<file path="config.mk">
export PLATFORM = sky130hd
export DESIGN_NAME = seg_scan_flat
export DESIGN_NICKNAME = d
export VERILOG_FILES = /design/src/rtl/seg_scan_if.sv /design/src/rtl/seg_scan.sv /design/src/flat_wrapper.sv
export SDC_FILE = /design/constraint.sdc
export NUM_CORES = 1
export LEC_CHECK = 0
export CAP_MARGIN = 25
export CORE_ASPECT_RATIO = 0.75
export CORE_MARGIN = 5
export CORE_UTILIZATION = 55
export CTS_CLUSTER_DIAMETER = 80
export CTS_CLUSTER_SIZE = 10
export DETAILED_ROUTE_END_ITERATION = 12
export GPL_ROUTABILITY_DRIVEN = 0
export GPL_TIMING_DRIVEN = 0
export PLACE_DENSITY = 0.8
export SLEW_MARGIN = 20
export SYNTH_ARGS = -nofsm -noshare
export SYNTH_HDL_FRONTEND = slang
export SYNTH_SLANG_ARGS = --single-unit
</file>
<file path="constraint.sdc">
create_clock -name CLK100MHZ -period 3.96 [get_ports CLK100MHZ]
set_input_delay 0.792 -clock CLK100MHZ [delete_from_list [all_inputs] [get_ports CLK100MHZ]]
set_output_delay 0.792 -clock CLK100MHZ [all_outputs]
set_load 0.05 [all_outputs]
</file>
<file path="src/rtl/seg_scan_if.sv">
// seg_scan display bus: data/control in, pin drives out.
// master drives the value to show; slave is the scanner.
interface seg_scan_if #(
  parameter int NDIG = 8
);
  logic [4*NDIG-1:0] data;
  logic              load;
  logic [NDIG-1:0]   dp;
  logic [NDIG-1:0]   digen;
  logic              lzb;
  logic [2:0]        bright;
  logic [NDIG-1:0]   an;
  logic [6:0]        seg;
  logic              dp_n;
  logic              frame;

  modport master (
    output data, load, dp, digen, lzb, bright,
    input  an, seg, dp_n, frame
  );

  modport slave (
    input  data, load, dp, digen, lzb, bright,
    output an, seg, dp_n, frame
  );
endinterface

</file>
<file path="src/rtl/seg_scan.sv">
// Multi-digit seven-segment scanner with frame-synchronous
// updates, per-digit enable, LZ blanking and PWM brightness.
module seg_scan #(
  parameter  int NDIG     = 8,
  parameter  int DIV_LOG2 = 15,
  localparam int IDXW     = $clog2(NDIG)
) (
  input  logic      CLK100MHZ,
  input  logic      reset,
  seg_scan_if.slave bus
);

  logic [DIV_LOG2-1:0] r_pre;
  logic [IDXW-1:0]     r_idx;
  logic [4*NDIG-1:0]   r_sh_data;
  logic [NDIG-1:0]     r_sh_dp;
  logic                r_pend;
  logic [4*NDIG-1:0]   r_disp;
  logic [NDIG-1:0]     r_disp_dp;
  logic [NDIG-1:0]     r_an;
  logic [6:0]          r_seg;
  logic                r_dp_n;
  logic                r_frame;

  logic                w_tick;
  logic                w_last;
  logic                w_wrap;
  logic [3:0]          w_nib;
  logic                w_hi_zero;
  logic                w_lzblank;
  logic                w_pwm;
  logic                w_vis;
  logic [NDIG-1:0]     w_an_sel;
  logic [6:0]          w_glyph;

  function automatic logic [6:0] glyph(input logic [3:0] n);
    glyph = 7'h7F;
    unique case (n)
      4'h0: glyph = 7'b1000000;
      4'h1: glyph = 7'b1111001;
      4'h2: glyph = 7'b0100100;
      4'h3: glyph = 7'b0110000;
      4'h4: glyph = 7'b0011001;
      4'h5: glyph = 7'b0010010;
      4'h6: glyph = 7'b0000010;
      4'h7: glyph = 7'b1111000;
      4'h8: glyph = 7'b0000000;
      4'h9: glyph = 7'b0010000;
      4'hA: glyph = 7'b0001000;
      4'hB: glyph = 7'b0000011;
      4'hC: glyph = 7'b1000110;
      4'hD: glyph = 7'b0100001;
      4'hE: glyph = 7'b0000110;
      4'hF: glyph = 7'b0001110;
    endcase
  endfunction

  assign w_tick  = &r_pre;
  assign w_last  = (r_idx == IDXW'(NDIG - 1));
  assign w_wrap  = w_tick && w_last;
  assign w_nib   = r_disp[{r_idx, 2'b00} +: 4];
  assign w_glyph = glyph(w_nib);
  assign w_pwm   = (r_pre[DIV_LOG2-1 -: 3] <= bus.bright);
  assign w_an_sel =
    ~({{(NDIG-1){1'b0}}, 1'b1} << r_idx);

  // Digits at and above the current one all zero -> blankable
  always_comb begin
    w_hi_zero = 1'b1;
    for (int i = 0; i < NDIG; i++) begin
      if (i >= int'(r_idx) && r_disp[4*i +: 4] != 4'h0)
        w_hi_zero = 1'b0;
    end
  end

  assign w_lzblank = bus.lzb && (r_idx != '0) && w_hi_zero;
  assign w_vis = bus.digen[r_idx] && !w_lzblank && w_pwm;

  // Refresh divider and digit index
  always_ff @(posedge CLK100MHZ) begin
    if (reset) begin
      r_pre <= '0;
      r_idx <= '0;
    end else begin
      r_pre <= r_pre + 1'b1;
      if (w_tick)
        r_idx <= w_last ? '0 : r_idx + 1'b1;
    end
  end

  // Shadow capture and pending flag
  always_ff @(posedge CLK100MHZ) begin
    if (reset) begin
      r_sh_data <= '0;
      r_sh_dp   <= '0;
      r_pend    <= 1'b0;
    end else begin
      if (bus.load) begin
        r_sh_data <= bus.data;
        r_sh_dp   <= bus.dp;
      end
      if (bus.load && !w_wrap)
        r_pend <= 1'b1;
      else if (w_wrap)
        r_pend <= 1'b0;
    end
  end

  // Display register swaps only at frame wrap (tear-free)
  always_ff @(posedge CLK100MHZ) begin
    if (reset) begin
      r_disp    <= '0;
      r_disp_dp <= '0;
    end else if (w_wrap) begin
      if (bus.load) begin
        r_disp    <= bus.data;
        r_disp_dp <= bus.dp;
      end else if (r_pend) begin
        r_disp    <= r_sh_data;
        r_disp_dp <= r_sh_dp;
      end
    end
  end

  // Registered pin drive and frame pulse
  always_ff @(posedge CLK100MHZ) begin
    if (reset) begin
      r_an    <= '1;
      r_seg   <= 7'h7F;
      r_dp_n  <= 1'b1;
      r_frame <= 1'b0;
    end else begin
      r_frame <= w_wrap;
      if (w_vis) begin
        r_an   <= w_an_sel;
        r_seg  <= w_glyph;
        r_dp_n <= ~r_disp_dp[r_idx];
      end else begin
        r_an   <= '1;
        r_seg  <= 7'h7F;
        r_dp_n <= 1'b1;
      end
    end
  end

  assign bus.an    = r_an;
  assign bus.seg   = r_seg;
  assign bus.dp_n  = r_dp_n;
  assign bus.frame = r_frame;

endmodule

</file>
<file path="src/flat_wrapper.sv">
// flat-port wrapper written by rule: the top's interface ports become plain ports
module seg_scan_flat 
#(
  parameter  int NDIG     = 8,
  parameter  int DIV_LOG2 = 15,
  localparam int IDXW     = $clog2(NDIG)
)
  (CLK100MHZ, reset, bus_data, bus_load, bus_dp, bus_digen, bus_lzb, bus_bright, bus_an, bus_seg, bus_dp_n, bus_frame);
  seg_scan_if #(.NDIG(NDIG)) bus_i ();
  input  logic CLK100MHZ;
  input  logic reset;
  input wire logic [$bits(bus_i.data)-1:0] bus_data;
  input wire logic [$bits(bus_i.load)-1:0] bus_load;
  input wire logic [$bits(bus_i.dp)-1:0] bus_dp;
  input wire logic [$bits(bus_i.digen)-1:0] bus_digen;
  input wire logic [$bits(bus_i.lzb)-1:0] bus_lzb;
  input wire logic [$bits(bus_i.bright)-1:0] bus_bright;
  output wire logic [$bits(bus_i.an)-1:0] bus_an;
  output wire logic [$bits(bus_i.seg)-1:0] bus_seg;
  output wire logic [$bits(bus_i.dp_n)-1:0] bus_dp_n;
  output wire logic [$bits(bus_i.frame)-1:0] bus_frame;
  assign bus_i.data = bus_data;
  assign bus_i.load = bus_load;
  assign bus_i.dp = bus_dp;
  assign bus_i.digen = bus_digen;
  assign bus_i.lzb = bus_lzb;
  assign bus_i.bright = bus_bright;
  assign bus_an = bus_i.an;
  assign bus_seg = bus_i.seg;
  assign bus_dp_n = bus_i.dp_n;
  assign bus_frame = bus_i.frame;
  seg_scan #(.NDIG(NDIG), .DIV_LOG2(DIV_LOG2)) u_core (.CLK100MHZ(CLK100MHZ), .reset(reset), .bus(bus_i));
endmodule
</file>
==> run summary, run 1 <==
sequential standard cell area -> 2322 µm²
status -> complete, no violations
number of max-cap violations -> 0
first-pass GRT wire length -> 19650 µm
initial core utilization -> 55.65%
Slew HR -> 62.98%
cell taking the most area after synthesis -> dfxtp_1
top cells by area, synth -> dfxtp_1 (47%), mux2i_1 (9.6%), nand2b_1 (5.3%), nand2_1 (4.9%), nor2_1 (4.8%)
CP Launch Type -> input port
fillers -> 661
Crit-path slowest cell -> clkdlybuf4s50_1
detailed-route vias per instance -> 5.386
max-slew violation count -> 0
1st-iter DRT viols -> 321
WP depth -> 10
cells along the critical path -> clkdlybuf4s50_1, inv_1, ha_1, nor2b_1, o21a_1, o21ai_0, nand3_1, a31oi_4, buf_4, nand3_1
Leak Pwr -> 2.595 nW
CP Class -> input port to flip-flop
PwrDens -> 486.5 nW/µm²
commonest cells after routing, fill and taps aside -> dfxtp_1 (116), clkdlybuf4s50_1 (69), nand2_1 (65)
Core Area -> 8971 µm²
Die W -> 120.0 µm
endpoints failing setup -> 0
hold path cells -> 1
worst path arrival time -> 2.79 ns
Cell variety after synth -> 48
RSZ-0062 raised after global routing -> no
hold_buf cts -> 0
clock sink count -> 116
Yosys reg bits -> 116
dpl hpwl -> 8313 µm
Post-CTS Setup Bufs -> 0
CTS tree -> built
Final nets -> 686
diodes inserted -> 0
Post-synth EDFFs -> 0
share of the synthesized area in the top cell type -> 46.52%
GRT overflow -> 0
GRT Total Usage -> 22.15%
Die Height -> 92.51 µm
Area Overhead vs Synth -> 30.58%
clk_lat worst skew -> 0.41 ns
total CTS buffers -> 17
Detailed Routing Iterations Pass 1 -> 5
H-tree Lvls -> 4
Top Family by Delay on Critical Path -> buffers and inverters
WL/cell -> 15.86 µm
syn nets -> 598
min Tclk post-route -> 2.506 ns
initial antenna violation count -> 0
Clock Tree Buf Depth -> 2
ys flop type -> dfxtp_1
Layout Utilization -> 72.66%
share of cells above drive strength 1 -> 11.15%
Mean Syn Cell Area -> 9.473 µm²
VDD IR max -> 0.3591 mV
Worst Path Buf+Inv -> 3
Hold Violations, Final -> 0
setup TNS -> 0 ns
I/O Buffers -> 69
Synthesis Warnings -> 0
CTS Root Cell -> clkbuf_16
Routed WL -> 11740 µm
vias -> 3986
most common cell after layout, fill and taps aside -> dfxtp_1
Hold Path Class -> flip-flop to flip-flop
I/O pins -> 72
Multi-input gate area -> 2440 µm²
Remaining DRCs -> 0
vias in the first global route -> 4221
worst-margin pin slew -> 0.5503 ns
Post-Route Skew -> 0.01124 ns
worst path required time -> 4.24 ns
FMAX -> 0.3990 GHz
FF-to-FF path depth -> 11
cells after synthesis -> 527
post-synthesis sequential area ratio -> 46.52%
Clock transition at path regs -> 0.05 ns
# rows -> 30
final worst-path cycle share -> 63.29%
crit-path max cell delay -> 0.46 ns
largest fanout on the critical path -> 10
Post-synth ARST share -> 0%
synthesized cell area -> 4992 µm²
Worst setup EP type -> flip-flop
most used cell, CP -> nand3_1
Post-CTS Resized -> 0
Die Area -> 11100 µm²
Routed Antenna Nets -> 0
largest net degree at the start of global routing -> 17
## cell type report
type | count | share of cell area, %
inverter | 10 | 0.5758
clock buffer | 18 | 6.737
multi-input combinational | 368 | 37.43
clock inverter | 14 | 3.935
timing repair buffer | 69 | 10.60
buffer | 33 | 2.956
sequential | 116 | 35.62
tap | 112 | 2.150
## power by group
part | internal (mW) | switching, mW | total [mW] | leakage, nW
Sequential | 1.20 | 0.00963 | 1.21 | 0.946
Clock | 1.26 | 0.531 | 1.79 | 0.332
Combinational | 0.0932 | 0.0821 | 0.175 | 1.32
## layer usage
| metal | GRT usage, % | part of all wire, % | up-vias |
|---|---|---|---|
| met2 | 37.35 | 48 | 126 |
| met4 | 8.866 | 1.6 | 0 |
| met5 | 0 | 0 | - |
| met3 | 5.495 | 5.8 | 22 |
| met1 | 27.27 | 45 | 1862 |
| li1 | - | - | 1976 |
## metrics by stage
step           area [µm²]  hold slack (ns)  power [mW]  setup slack (ns)  cells
6_report             6519           0.4671       3.171             1.454    740
5_1_grt              6519           0.4819       3.262             1.363    740
2_1_floorplan        4992           0.4260       1.326             1.742    527
3_3_place_gp         5823           0.4380       1.402             1.107    708
4_1_cts              6519           0.4654       3.187             1.448    740
3_5_place_dp         5823           0.4530       1.409             1.015    708
## path summary, 6_finish.rpt
check / startpoint / slack, ns / endpoint
worst min-delay path: u_core.r_pre[0] / 0.47 / u_core.r_pre[0]
worst max register to register: u_core.r_idx[1] / 1.62 / u_core.bus.seg[1]
worst max-delay path: bus_bright[1] / 1.45 / u_core.bus.an[1]
worst min register to register: u_core.r_pre[0] / 0.47 / u_core.r_pre[0]
## state kept, by name, indices dropped and copies added, names as in the netlist
signal / cells
u_core.r_disp_dp: 8
u_core.r_disp: 32
u_core.r_idx: 3
u_core.r_sh_dp: 8
u_core.bus.seg: 7
u_core.bus.an: 8
u_core.r_pre: 15
u_core.r_pend: 1
u_core.r_sh_data: 32
u_core.bus.frame: 1
u_core.bus.dp_n: 1
## synthesized netlist by cell type (2+ instances only)
library cell	n
buf_6	4
ha_1	16
nor2b_1	3
buf_4	7
xnor2_1	6
nand2b_1	42
nor3_1	2
nor4_1	7
inv_1	9
clkbuf_2	4
nand4_1	3
nand2_1	65
dfxtp_1	116
xor2_1	7
mux4_2	8
a211oi_1	3
nand3_1	12
o22ai_1	3
mux2_2	2
nor2_1	64
a21oi_1	5
o21ai_0	41
o221ai_1	4
clkbuf_1	11
and3_1	3
o21ai_1	6
mux2i_1	48
buf_2	6
## logic make-up (layout without fill, tap and decap cells)
| logic type | Yosys count | after routing | synth area share, % |
|---|---|---|---|
| mux | 59 | 59 | 14.14 |
| xor+xnor | 13 | 13 | 2.281 |
| buf+inv | 43 | 144 | 4.611 |
| flops | 116 | 116 | 46.52 |
| compound gates | 72 | 72 | 8.797 |
| fa+ha+maj | 16 | 16 | 4.010 |
| simple gates | 208 | 208 | 19.65 |
## worst reg2reg max path: cells and delay by family (launching register included)
family	cells	cell delay, ns
buf+inv	3	0.62
simple gates	4	0.38
flops	1	0.37
mux	1	0.32
compound gates	2	0.26
fa+ha+maj	1	0.25
(Power assumes the default switching activity.)
==> inputs of run 2 (changes only) <==
--- a/config.mk
+++ b/config.mk
@@ -8,13 +8,13 @@
 export CAP_MARGIN = 25
 export CORE_ASPECT_RATIO = 0.75
 export CORE_MARGIN = 5
-export CORE_UTILIZATION = 55
+export CORE_UTILIZATION = 54
 export CTS_CLUSTER_DIAMETER = 80
 export CTS_CLUSTER_SIZE = 10
 export DETAILED_ROUTE_END_ITERATION = 12
 export GPL_ROUTABILITY_DRIVEN = 0
 export GPL_TIMING_DRIVEN = 0
-export PLACE_DENSITY = 0.8
+export PLACE_DENSITY = 0.78
 export SLEW_MARGIN = 20
 export SYNTH_ARGS = -nofsm -noshare
 export SYNTH_HDL_FRONTEND = slang
==> constraint.sdc (replaced) <==
create_clock -name CLK100MHZ -period 2.5 [get_ports CLK100MHZ]
set_input_delay 0.5 -clock CLK100MHZ [delete_from_list [all_inputs] [get_ports CLK100MHZ]]
set_output_delay 0.5 -clock CLK100MHZ [all_outputs]
set_load 0.05 [all_outputs]
==> run 2 against run 1 <==
Against the previous run:
- design area shrank 1.2%
- global-route usage rose by 0.28 points
- setup slack got worse by 1.3 ns
- critical endpoint is now u_core.bus.seg[0]
- register-to-register slack got worse by 1.4 ns
- sequential cell count unchanged
==> run summary, run 2 (synthesized netlist as in run 1, its figures left out) <==
status -> complete, no violations
# rows -> 30
Clock Tree Buf Depth -> 2
Slew HR -> 62.21%
Post-Route Skew -> 0.007178 ns
sequential standard cell area -> 2322 µm²
vias -> 4089
vias in the first global route -> 4214
Post-CTS Resized -> 0
CTS tree -> built
worst setup path end -> u_core.bus.seg[0]
registers with the most flip-flops -> u_core.r_disp x32, u_core.r_sh_data x32, u_core.r_pre x15
I/O Buffers -> 69
largest net degree at the start of global routing -> 17
Core Area -> 9046 µm²
hold_buf cts -> 0
PwrDens -> 718.9 nW/µm²
WL/cell -> 15.82 µm
fillers -> 687
Critical path origin -> u_core.r_idx[2]
share of cells above drive strength 1 -> 10.67%
Leak Pwr -> 2.553 nW
H-tree Lvls -> 4
initial antenna violation count -> 0
Remaining DRCs -> 0
dpl hpwl -> 8339 µm
largest fanout on the critical path -> 10
crit-path max cell delay -> 0.50 ns
Post-CTS Setup Bufs -> 0
Reg2Reg Setup Slack -> 0.19 ns
worst setup margin -> 0.1859 ns
Crit-path slowest cell -> dfxtp_1
GRT overflow -> 0
first-pass GRT wire length -> 19910 µm
endpoints failing setup -> 0
diodes inserted -> 0
Die Height -> 93.27 µm
min Tclk post-route -> 2.314 ns
final worst-path cycle share -> 92.57%
total CTS buffers -> 17
worst-margin pin slew -> 0.5668 ns
WP depth -> 8
worst slack, placed -> -0.1757 ns
number of max-cap violations -> 0
GRT Total Usage -> 22.43%
initial core utilization -> 55.19%
Layout Utilization -> 71.16%
I/O pins -> 72
Die Area -> 11290 µm²
CTS Root Cell -> clkbuf_16
Area Overhead vs Synth -> 28.95%
Hold Violations, Final -> 0
Routed Antenna Nets -> 0
worst path arrival time -> 2.60 ns
cells along the critical path -> buf_2, mux4_2, nand2_1, nand2_1, ha_1, or3_1, o21ai_0, o21ai_1
total power -> 4.628 mW
clk_lat worst skew -> 0.41 ns
Die W -> 121.0 µm
CP Class -> flip-flop to flip-flop
Final nets -> 686
RSZ-0062 raised after global routing -> no
setup TNS -> 0 ns
max-slew violation count -> 0
Detailed Routing Iterations Pass 1 -> 5
Worst setup EP type -> flip-flop
1st-iter DRT viols -> 263
Routed WL -> 11960 µm
CP Launch Type -> flip-flop
Multi-input gate area -> 2440 µm²
FMAX -> 0.4321 GHz
Worst Path Buf+Inv -> 1
VDD IR max -> 0.5366 mV
FF-to-FF path depth -> 8
FF-to-FF End -> u_core.bus.seg[0]
Worst R2R Start -> u_core.r_idx[2]
Hold Path Class -> flip-flop to flip-flop
most common cell after layout, fill and taps aside -> dfxtp_1
clock sink count -> 116
detailed-route vias per instance -> 5.409
most used cell, CP -> nand2_1
Clock transition at path regs -> 0.05 ns
worst path required time -> 2.79 ns
commonest cells after routing, fill and taps aside -> dfxtp_1 (116), clkdlybuf4s50_1 (69), nand2_1 (65)
Top Family by Delay on Critical Path -> simple AND/OR/NAND/NOR gates
## run 2: how the worst min path moves through the flow
stage / startpoint / endpoint / slack [ns] / cells past startpoint
3_3_place_gp: u_core.r_pre[0] / u_core.r_pre[0] / 0.44 / 1
3_5_place_dp: u_core.r_disp_dp[7] / u_core.r_disp_dp[7] / 0.45 / 2
4_1_cts: u_core.r_disp_dp[7] / u_core.r_disp_dp[7] / 0.46 / 2
5_1_grt: u_core.r_disp_dp[7] / u_core.r_disp_dp[7] / 0.48 / 2
2_1_floorplan: u_core.r_pre[0] / u_core.r_pre[0] / 0.43 / 1
6_report: u_core.r_disp_dp[7] / u_core.r_disp_dp[7] / 0.46 / 2
## run 2: layout make-up
| type | count | share of cell area (%) |
|---|---|---|
| multi-input combinational | 368 | 37.90 |
| sequential | 116 | 36.07 |
| timing repair buffer | 69 | 10.73 |
| clock buffer | 22 | 7.211 |
| buffer | 33 | 2.993 |
| tap | 128 | 2.488 |
| clock inverter | 10 | 2.021 |
| inverter | 10 | 0.5831 |
## run 2: report_power, final
group / leakage (nW) / total [mW] / switching, mW / internal (mW)
registers: 0.946 / 1.92 / 0.0156 / 1.90
logic: 1.32 / 0.279 / 0.131 / 0.148
clock network: 0.290 / 2.43 / 0.825 / 1.61
## run 2: worst register-to-register path: stages (launching register included)
cell     delay, ns
dfxtp_1       0.50
buf_2         0.29
mux4_2        0.32
nand2_1       0.09
nand2_1       0.15
ha_1          0.29
or3_1         0.37
o21ai_0       0.08
o21ai_1       0.09
## run 2: per-layer routing
layer | vias to the layer above | routed length (µm) | track usage (%)
met4 | 0 | 225 | 8.113
li1 | 1981 | - | -
met1 | 1946 | 5320 | 27.85
met3 | 29 | 699 | 6.832
met2 | 133 | 5717 | 36.99
met5 | - | 0 | 0
## run 2: through the flow
stage / cell area (µm²) / std cells / hold slack [ns]
final: 6437 / 756 / 0.4617
after global routing: 6437 / 756 / 0.4802
after CTS: 6437 / 756 / 0.4612
after detailed placement: 5843 / 724 / 0.4502
after global placement: 5843 / 724 / 0.4386
after floorplan: 4992 / 527 / 0.4260
==> inputs of run 3 (changes only) <==
--- a/config.mk
+++ b/config.mk
@@ -5,8 +5,9 @@
 export SDC_FILE = /design/constraint.sdc
 export NUM_CORES = 1
 export LEC_CHECK = 0
+export ABC_CLOCK_PERIOD_IN_PS = 2500
 export CAP_MARGIN = 25
-export CORE_ASPECT_RATIO = 0.75
+export CORE_ASPECT_RATIO = 1.1
 export CORE_MARGIN = 5
 export CORE_UTILIZATION = 54
 export CTS_CLUSTER_DIAMETER = 80
==> run 3 against run 2 <==
Against the previous run:
- clock-buffer cell count down 2
- critical path depth up 3
- design area about the same
- highest routed layer unchanged
==> run summary, run 3 (synthesized netlist as in run 1, its figures left out) <==
Inst Count DP -> 710
initial core utilization -> 55.70%
GRT overflow -> 0
WL/cell -> 15.45 µm
worst path required time -> 2.86 ns
GRT Total Usage -> 21.75%
status -> complete, no violations
Post-CTS Resized -> 0
initial antenna violation count -> 0
Detailed Routing Iterations Pass 1 -> 5
Post-Route Skew -> 0.009493 ns
first-pass GRT wire length -> 19500 µm
Remaining DRCs -> 0
commonest cells after routing, fill and taps aside -> dfxtp_1 (116), clkdlybuf4s50_1 (69), nand2_1 (65)
Die Area -> 11270 µm²
Area Overhead vs Synth -> 29.05%
Hold Violations, Final -> 0
Core Area -> 8964 µm²
CTS tree -> built
Leak Pwr -> 2.564 nW
I/O Buffers -> 69
hold_buf cts -> 0
VDD IR max -> 0.4405 mV
Routed Antenna Nets -> 0
Die W -> 101.7 µm
FF-to-FF path depth -> 11
largest net degree at the start of global routing -> 17
min Tclk post-route -> 2.335 ns
dpl hpwl -> 8069 µm
# rows -> 36
fillers -> 677
worst path arrival time -> 2.69 ns
vias in the first global route -> 4260
number of max-cap violations -> 0
Die Height -> 110.8 µm
endpoints failing setup -> 0
hold path cells -> 2
CTS Root Cell -> clkbuf_8
total CTS buffers -> 17
non-filler instance count after layout -> 740
final worst-path cycle share -> 93.41%
H-tree Lvls -> 4
Clock transition at path regs -> 0.05 ns
largest fanout on the critical path -> 10
clock sink count -> 116
RSZ-0062 raised after global routing -> no
clk_lat worst skew -> 0.52 ns
Slew HR -> 63.97%
detailed-route vias per instance -> 5.428
Final nets -> 686
Min Hold Slack -> 0.3613 ns
PwrDens -> 731.1 nW/µm²
CP Class -> flip-flop to flip-flop
registers with the most flip-flops -> u_core.r_disp x32, u_core.r_sh_data x32, u_core.r_pre x15
Clock Tree Buf Depth -> 2
most common cell after layout, fill and taps aside -> dfxtp_1
share of cells above drive strength 1 -> 10.54%
Routed WL -> 11430 µm
CP Launch Type -> flip-flop
diodes inserted -> 0
1st-iter DRT viols -> 137
I/O pins -> 72
max-slew violation count -> 0
Post-CTS Setup Bufs -> 0
Worst setup EP type -> flip-flop
Hold Path Class -> input port to flip-flop
vias -> 4017
worst-margin pin slew -> 0.5405 ns
FMAX -> 0.4282 GHz
==> run 3: worst paths after layout <==
check / startpoint / to / slack (ns)
worst max-delay path: u_core.r_idx[1] / u_core.bus.seg[1] / 0.16
worst max register to register: u_core.r_idx[1] / u_core.bus.seg[1] / 0.16
worst min-delay path: reset / u_core.r_sh_data[21] / 0.36
worst min register to register: u_core.r_pre[0] / u_core.r_pre[0] / 0.46
==> run 3: area by class of cell <==
type | count | area, µm² | area share (%)
buffer | 33 | 192.7 | 2.991
tap | 114 | 142.6 | 2.214
clock inverter | 10 | 181.4 | 2.816
timing repair buffer | 69 | 690.7 | 10.72
multi-input combinational | 368 | 2440 | 37.87
inverter | 10 | 37.54 | 0.5826
sequential | 116 | 2322 | 36.05
clock buffer | 20 | 435.4 | 6.759
==> run 3: critical path, stage by stage, from the launching register on <==
cell      delay, ns
dfxtp_1        0.36
buf_2          0.21
buf_4          0.22
mux4_2         0.30
nand2_1        0.08
nand2_1        0.14
inv_1          0.18
ha_1           0.25
nand2_1        0.08
o21ai_0        0.10
nand2_1        0.10
o311ai_0       0.14
==> run 3: metrics by stage <==
step / cell area (µm²) / util, % / power [mW] / setup TNS [ns] / worst slack, ns
after floorplan: 4992 / - / 2.100 / 0 / 0.4685
after global placement: 5826 / 64.99 / 2.221 / -1.880 / -0.1826
after detailed placement: 5826 / 64.99 / 2.230 / -2.447 / -0.2203
after CTS: 6442 / 71.87 / 4.752 / 0 / 0.2009
after global routing: 6442 / 71.87 / 4.891 / 0 / 0.01139
final: 6442 / 71.87 / 4.710 / 0 / 0.1649
==> run 3: where the power goes <==
part / leakage [nW] / internal (mW) / switching [mW]
Clock: 0.301 / 1.73 / 0.793
Combinational: 1.32 / 0.148 / 0.127
Sequential: 0.946 / 1.90 / 0.0150
==> run 3: per-layer routing <==
metal | track usage (%) | vias up | share of wire (%)
li1 | - | 1977 | -
met1 | 25.31 | 1869 | 42
met2 | 36.04 | 138 | 49
met3 | 5.790 | 33 | 5.5
met4 | 11.26 | 0 | 3.4
met5 | 0 | - | 0
